$ cat src/rtl/abstract_cmd_ctrl_pkg.sv
// Shared Debug Module types for the abstract-command sequencer and its decoder.
package abstract_cmd_ctrl_pkg;

  typedef enum logic [1:0] {
    CtrlIdle = 2'd0,
    CtrlGo   = 2'd1,
    CtrlExec = 2'd2
  } ctrl_state_e;

  typedef enum logic [7:0] {
    AccessRegister = 8'h00,
    QuickAccess    = 8'h01,
    AccessMemory   = 8'h02
  } cmdtype_e;

  typedef enum logic [2:0] {
    CmdErrNone         = 3'h0,
    CmdErrBusy         = 3'h1,
    CmdErrNotSupported = 3'h2,
    CmdErrException    = 3'h3,
    CmdErrHaltResume   = 3'h4,
    CmdErrBus          = 3'h5,
    CmdErrOther        = 3'h7
  } cmderr_e;

  typedef struct packed {
    logic [7:0]  cmdtype;
    logic        reserved;
    logic [2:0]  aarsize;
    logic        aarpostincrement;
    logic        postexec;
    logic        transfer;
    logic        write;
    logic [15:0] regno;
  } command_t;

  // Largest legal aarsize is one below this value for the given XLEN.
  function automatic logic [2:0] max_aar(int bus_width);
    return (bus_width == 64) ? 3'd4 : 3'd3;
  endfunction

endpackage

$ cat src/rtl/abstract_cmd_ctrl_decode.sv
// Combinational unpack of an abstract command word plus the unsupported-command check.
// Also used by the CSR block for command readback.
module abstract_cmd_decode
  import abstract_cmd_ctrl_pkg::*;
#(
  parameter int BusWidth = 32
) (
  input  logic [31:0] cmd_i,
  output logic [7:0]  cmd_type_o,
  output logic [2:0]  aarsize_o,
  output logic        aarpostincrement_o,
  output logic        postexec_o,
  output logic        transfer_o,
  output logic        write_o,
  output logic [15:0] regno_o,
  output logic        unsupported_o
);

  localparam logic [2:0] MaxAar = max_aar(BusWidth);

  logic unused_reserved;

  assign cmd_type_o         = cmd_i[31:24];
  assign unused_reserved    = cmd_i[23];
  assign aarsize_o          = cmd_i[22:20];
  assign aarpostincrement_o = cmd_i[19];
  assign postexec_o         = cmd_i[18];
  assign transfer_o         = cmd_i[17];
  assign write_o            = cmd_i[16];
  assign regno_o            = cmd_i[15:0];

  // Only GPR/FPR/CSR register access without post-increment is implemented.
  assign unsupported_o = (cmd_type_o != AccessRegister) ||
                         (aarsize_o >= MaxAar) ||
                         aarpostincrement_o ||
                         (transfer_o && (regno_o[15:14] != 2'b00));

endmodule

$ cat src/rtl/abstract_cmd_ctrl.sv
// Debug Module abstract-command sequencer: validates command writes, runs the
// go/going/halted handshake with the park loop, owns abstractcs.busy/cmderr.
// Optional feature macro: ABSTRACT_AUTOEXEC_EN (abstractauto re-issue).
module abstract_cmd_ctrl
  import abstract_cmd_ctrl_pkg::*;
#(
  parameter int BusWidth  = 32,
  parameter int DataCount = 2
) (
  input  logic        clk_i,
  input  logic        rst_ni,
  input  logic        cmd_valid_i,
  input  logic [31:0] cmd_i,
  input  logic [2:0]  cmderr_clr_i,
  input  logic        cmderr_clr_valid_i,
  input  logic        dm_access_i,
  input  logic [3:0]  data_idx_i,
  input  logic [3:0]  progbuf_idx_i,
  input  logic        data_access_i,
  input  logic        halted_i,
  input  logic        going_i,
  input  logic        halted_ack_i,
  input  logic        exception_i,
  input  logic [11:0] autoexecdata_i,
  input  logic [15:0] autoexecprogbuf_i,
  output logic [7:0]  cmd_type_o,
  output logic [2:0]  aarsize_o,
  output logic        aarpostincrement_o,
  output logic        postexec_o,
  output logic        transfer_o,
  output logic        write_o,
  output logic [15:0] regno_o,
  output logic        unsupported_command_o,
  output logic        go_o,
  output logic        cmdbusy_o,
  output logic [2:0]  cmderr_o,
  output logic [1:0]  state_o
);

  // Handshake: cmd_valid_i, cmderr_clr_valid_i, dm_access_i, going_i,
  // halted_ack_i and exception_i are single-cycle strobes sampled on every
  // rising clk_i; there is no back-pressure, go_o is a level held until the
  // cycle after going_i.

  ctrl_state_e state_q, state_d;
  command_t    cmd_q, cmd_d;
  logic        unsupported_q, unsupported_d;
  logic [2:0]  cmderr_q, cmderr_d;
  logic [2:0]  new_err;
  logic        autoexec_q, autoexec_d;
  logic        autoexec_hit;
  logic        issue;
  logic [31:0] issue_cmd;

  logic [7:0]  dec_cmdtype;
  logic [2:0]  dec_aarsize;
  logic        dec_postinc, dec_postexec, dec_transfer, dec_write, dec_unsupported;
  logic [15:0] dec_regno;

  // An autoexec re-issue replays the latched command; a fresh write takes priority.
  assign issue     = (state_q == CtrlIdle) && (cmd_valid_i || autoexec_q);
  assign issue_cmd = cmd_valid_i ? cmd_i : cmd_q;

  abstract_cmd_decode #(
    .BusWidth(BusWidth)
  ) u_decode (
    .cmd_i             (issue_cmd),
    .cmd_type_o        (dec_cmdtype),
    .aarsize_o         (dec_aarsize),
    .aarpostincrement_o(dec_postinc),
    .postexec_o        (dec_postexec),
    .transfer_o        (dec_transfer),
    .write_o           (dec_write),
    .regno_o           (dec_regno),
    .unsupported_o     (dec_unsupported)
  );

`ifdef ABSTRACT_AUTOEXEC_EN
  logic data_hit, progbuf_hit;
  assign data_hit     = data_access_i && (32'(data_idx_i) < 32'(DataCount)) &&
                        autoexecdata_i[data_idx_i];
  assign progbuf_hit  = !data_access_i && autoexecprogbuf_i[progbuf_idx_i];
  assign autoexec_hit = dm_access_i && (data_hit || progbuf_hit);
`else
  logic unused_autoexec;
  assign unused_autoexec = ^{autoexecdata_i, autoexecprogbuf_i, data_idx_i,
                             progbuf_idx_i, data_access_i, DataCount[0]};
  assign autoexec_hit    = 1'b0;
`endif

  assign autoexec_d = autoexec_hit && (state_q == CtrlIdle) && (cmderr_q == CmdErrNone);

  always_comb begin
    state_d       = state_q;
    cmd_d         = cmd_q;
    unsupported_d = unsupported_q;
    new_err       = CmdErrNone;
    unique case (state_q)
      CtrlIdle: begin
        if (issue && (cmderr_q == CmdErrNone)) begin
          cmd_d = '{cmdtype: dec_cmdtype, reserved: 1'b0, aarsize: dec_aarsize,
                    aarpostincrement: dec_postinc, postexec: dec_postexec,
                    transfer: dec_transfer, write: dec_write, regno: dec_regno};
          unsupported_d = dec_unsupported;
          if (!halted_i)                     new_err = CmdErrHaltResume;
          else if (dec_unsupported)          new_err = CmdErrNotSupported;
          else if (dec_transfer || dec_postexec) state_d = CtrlGo;
        end
      end
      CtrlGo: begin
        if (exception_i) begin
          new_err = CmdErrException;
          state_d = CtrlIdle;
        end else if (going_i) begin
          state_d = CtrlExec;
        end
      end
      CtrlExec: begin
        if (exception_i) begin
          new_err = CmdErrException;
          state_d = CtrlIdle;
        end else if (halted_ack_i) begin
          state_d = CtrlIdle;
        end
      end
      default: state_d = CtrlIdle;
    endcase
    if ((state_q != CtrlIdle) && (cmd_valid_i || dm_access_i) && (new_err == CmdErrNone)) begin
      new_err = CmdErrBusy;
    end
  end

  // cmderr is sticky: a new error lands only on a clean register and beats a same-cycle clear.
  always_comb begin
    cmderr_d = cmderr_q;
    if (cmderr_clr_valid_i) cmderr_d = cmderr_q & ~cmderr_clr_i;
    if ((new_err != CmdErrNone) && (cmderr_q == CmdErrNone)) cmderr_d = new_err;
  end

  always_ff @(posedge clk_i) begin
    if (!rst_ni) begin
      state_q       <= CtrlIdle;
      cmd_q         <= '0;
      unsupported_q <= 1'b0;
      cmderr_q      <= CmdErrNone;
      autoexec_q    <= 1'b0;
    end else begin
      state_q       <= state_d;
      cmd_q         <= cmd_d;
      unsupported_q <= unsupported_d;
      cmderr_q      <= cmderr_d;
      autoexec_q    <= autoexec_d;
    end
  end

  assign cmd_type_o            = cmd_q.cmdtype;
  assign aarsize_o             = cmd_q.aarsize;
  assign aarpostincrement_o    = cmd_q.aarpostincrement;
  assign postexec_o            = cmd_q.postexec;
  assign transfer_o            = cmd_q.transfer;
  assign write_o               = cmd_q.write;
  assign regno_o               = cmd_q.regno;
  assign unsupported_command_o = unsupported_q;
  assign go_o                  = (state_q == CtrlGo);
  assign cmdbusy_o             = (state_q != CtrlIdle);
  assign cmderr_o              = cmderr_q;
  assign state_o               = state_q;

endmodule
$ cat config.mk
export PLATFORM = sky130hd
export DESIGN_NAME = abstract_cmd_ctrl
export DESIGN_NICKNAME = d
export VERILOG_FILES = /design/src/rtl/abstract_cmd_ctrl_pkg.sv /design/src/rtl/abstract_cmd_ctrl_decode.sv /design/src/rtl/abstract_cmd_ctrl.sv
export SDC_FILE = /design/constraint.sdc
export NUM_CORES = 1
export LEC_CHECK = 0
export CAP_MARGIN = 15
export CORE_AREA = 2 2 78 80
export CTS_CLUSTER_SIZE = 24
export DETAILED_ROUTE_END_ITERATION = 8
export DIE_AREA = 0 0 80 82
export MAX_ROUTING_LAYER = met4
export PLACE_DENSITY_LB_ADDON = 0.2
export SETUP_SLACK_MARGIN = 0.4
export SLEW_MARGIN = 0
export SYNTH_ARGS = -nofsm -noshare
export SYNTH_HDL_FRONTEND = slang
export SYNTH_SLANG_ARGS = --single-unit
export TNS_END_PERCENT = 100
$ cat constraint.sdc
create_clock -name clk_i -period 1.5 [get_ports clk_i]
set_clock_uncertainty 0.1 [all_clocks]
set_input_delay 0.3 -clock clk_i [delete_from_list [all_inputs] [get_ports clk_i]]
set_output_delay 0.3 -clock clk_i [all_outputs]
set_load 0.05 [all_outputs]
==> impl_metrics.env <==
export IMPL_die_area_um2=6560
export IMPL_power_per_cell_area_nw_per_um2=763
export IMPL_synth_seq_area_share_pct=41.9
export IMPL_yosys_top_cells_count="sky130_fd_sc_hd__nand2_1 (64), sky130_fd_sc_hd__dfxtp_1 (37), sky130_fd_sc_hd__a21boi_1 (31), sky130_fd_sc_hd__a21oi_1 (7)"
export IMPL_placementRows=28
export IMPL_clkSinkCount=37
export IMPL_clk_transition_reported_paths_ps=70
export IMPL_h_tree_depth=2
export IMPL_drt_pass1_iterations=4
export IMPL_post_place_worst_slack_ps=-543
export IMPL_critical_path_rt_ps=1570
export IMPL_max_vdd_ir_drop_uv=473
export IMPL_avgRoutedWirePerCell_um=15.0
export IMPL_floorplan_die_height_um=82
export IMPL_combinational_family_with_the_most_area_after_synthesis="compound AO/OA/AOI/OAI gates"
export IMPL_final_nets=425
export IMPL_yosys_area_share_xor_xnor_pct=0
export IMPL_placed_cell_area_um2=3270
export IMPL_post_synth_top_area_cell="sky130_fd_sc_hd__dfxtp_1"
export IMPL_antenna_diode_count=0
export IMPL_outcome="complete, but fails checks"
export IMPL_clk_root_buffer_cell="sky130_fd_sc_hd__clkbuf_8"
export IMPL_yosys_area_share_adder_pct=2.83
export IMPL_gp_routability_congestion=0.804
export IMPL_grt_pass1_wl_mm=9.52
export IMPL_synth_top_area_share_pct=41.9
export IMPL_yosys_mux_area_fraction_pct=0.566
export IMPL_global_route_usage_met2_pct=33.1
export IMPL_pin_slew_with_the_least_headroom_to_its_limit_ps=416
export IMPL_grt_use_total_pct=19.6
export IMPL_yosys_area_share_simple_pct=24.8
export IMPL_finalMaxSlewViolations=0
export IMPL_io_buffer_count=81
export IMPL_syn_cell_area_um2=1770
export IMPL_synth_seq_cells=37
export IMPL_drtAntennaViolNets=0
export IMPL_worst_hold_path_type="input pin to register"
export IMPL_maxCapViolations=0
export IMPL_post_route_design_area_um2=4040
export IMPL_area_of_the_core_um2=5750
export IMPL_most_crowded_layer_after_global_routing="met2"
export IMPL_detailroute_via_count=1995
export IMPL_yosysMostFrequentCell="sky130_fd_sc_hd__nand2_1"
export IMPL_area_grow_syn2layout_pct=129
export IMPL_post_dp_hpwl_mm=3.94
export IMPL_min_period_over_period_pct=109
export IMPL_cts_made_buffers=5
export IMPL_die_w_um=80
export IMPL_failing_checks="negative setup slack"
export IMPL_tritoncts="yes"
export IMPL_mappedNetlistNets=295
export IMPL_synthTopCellsByArea="sky130_fd_sc_hd__dfxtp_1 (42%), sky130_fd_sc_hd__nand2_1 (14%), sky130_fd_sc_hd__a21boi_1 (13%)"
export IMPL_drt_initial_drc_count=61
export IMPL_synthCells=210
export IMPL_critical_path_capture_point_type="register"
export IMPL_synthesis_yosys_warnings=0
export IMPL_drcViolationCount=0
export IMPL_relSlewSlack_pct=72.3
export IMPL_grt_setup_unrepaired="true"
export IMPL_initial_core_util_pct=30.8
export IMPL_syn_area_per_cell_um2=8.42
export IMPL_hold_violation_count_in_the_final_report=0
export IMPL_tns_setup_ps=-3650
export IMPL_setup_ws_ps=-131
export IMPL_met1_grt_util_pct=23.0
export IMPL_grt_start_max_net_pins=16
export IMPL_gr_total_overflow=0
export IMPL_post_synth_top_flop="sky130_fd_sc_hd__dfxtp_1"
export IMPL_grt_antenna_before_repair=0
export IMPL_fmaxAchievable_ghz=0.613
export IMPL_compound_gate_portion_of_the_synthesized_area_pct=24.8
export IMPL_arr_time_crit_path_ps=1710
export IMPL_final_hold_worst_slack_ps=272
export IMPL_setup_violations=36
export IMPL_path_class="register to register"
export IMPL_via_per_inst=4.80
export IMPL_critical_path_max_fanout=6
export IMPL_vias_in_the_first_global_route=1986
export IMPL_finalWirelength_mm=6.23
export IMPL_p_leak_nw=1.62
export IMPL_netlist_cell_types=40
export IMPL_insertion_delay_ps=280
export IMPL_post_route_cells_drive_above_1_share_pct=59.5
export IMPL_report_power_total_w=0.00308
export IMPL_global_route_usage_met3_pct=4.62
export IMPL_postSynth_asyncResetShare_pct=0
export IMPL_crit_path_start_kind="register"
export IMPL_clock_tree_buffer_depth=2
export IMPL_count_of_flip_flops_with_a_built_in_enable_after_synthesis=0
export IMPL_num_io_pins=120
export IMPL_finalWorstPathRequiredPeriod_ps=1630
-- worst max-delay path, stage by stage (launching register included) --
cell	delay (ps)
sky130_fd_sc_hd__dfxtp_4	360
sky130_fd_sc_hd__nor3_4	280
sky130_fd_sc_hd__buf_4	170
sky130_fd_sc_hd__buf_6	100
sky130_fd_sc_hd__nand3_4	170
sky130_fd_sc_hd__clkbuf_16	230
sky130_fd_sc_hd__nand2_1	60
sky130_fd_sc_hd__a21boi_1	50
-- metrics by stage --
step	utilization [%]	cells
2_1_floorplan	-	210
3_3_place_gp	56.9	379
3_5_place_dp	56.9	379
4_1_cts	65.0	403
5_1_grt	70.4	416
6_report	70.4	416
-- metal layers --
layer | share of wire (%) | vias to the layer above
met5 | 0 | -
met4 | 2.0 | 0
met3 | 4.9 | 12
met2 | 50 | 62
met1 | 43 | 937
li1 | - | 984
-- path summary, 6_finish.rpt --
kind | from | endpoint | slack [ps] | cells after the start
worst min-delay path | cmd_i[30] | cmd_type_o[6] | 270 | 3
worst max-delay path | cmderr_o[1] | regno_o[8] | -130 | 7
worst min register to register | regno_o[13] | regno_o[13] | 370 | 2
worst max register to register | cmderr_o[1] | regno_o[8] | -130 | 7
-- cells by family after synthesis --
kind of cell             Yosys count
multiplexers                       1
adder cells (fa/ha/maj)            4
buffers and inverters             16
AND/OR/NAND/NOR                   94
AO/OA/AOI/OAI                     58
flip-flops                        37
-- flip-flops by register name, summed over array words and instances (netlist names) --
signal                 cells
postexec_o                 1
write_o                    1
cmd_type_o                 8
regno_o                   16
unsupported_command_o      1
aarsize_o                  3
transfer_o                 1
cmderr_o                   3
aarpostincrement_o         1
state_o                    2
-- report_power, final --
group	total, W	leakage [nW]	switching, W	internal, W
sequential	0.00114	0.323	0.0000857	0.00105
combinational	0.00124	1.25	0.000589	0.000652
clock	0.000704	0.0455	0.000330	0.000375
total	0.00308	1.62	0.00100	0.00208
-- layout by cell type, fill, tap and decap left out, types with 6 or more instances in the layout --
cell	synthesis	layout
sky130_fd_sc_hd__nor2_1	6	6
sky130_fd_sc_hd__clkdlybuf4s50_1	0	28
sky130_fd_sc_hd__nand2_2	0	21
sky130_fd_sc_hd__a21boi_2	0	8
sky130_fd_sc_hd__buf_6	3	20
sky130_fd_sc_hd__dfxtp_4	0	16
sky130_fd_sc_hd__clkbuf_8	0	6
sky130_fd_sc_hd__nand2_1	64	41
sky130_fd_sc_hd__buf_12	0	42
sky130_fd_sc_hd__dlygate4sd2_1	0	11
sky130_fd_sc_hd__buf_4	2	27
sky130_fd_sc_hd__dfxtp_2	0	21
sky130_fd_sc_hd__a21boi_1	31	23
-- timing repair --
action / 4_1_cts / 5_1_grt
resized for setup: 92 / 50
gates cloned: 5 / 2
setup endpoints to repair: 76 / 76
pin swaps: 21 / 42
setup buffers: 11 / 11
hold buffers: 0 / 0
-- area by class of cell --
cell class	instances	area, µm²
Timing Repair Buffer	135	1780
Clock buffer	8	90.1
Tap cell	75	93.8
Multi-Input combinational cell	157	1220
Fill cell	423	1700
Inverter	4	26.3
Sequential cell	37	827
Power figures use the tool's default switching activity.
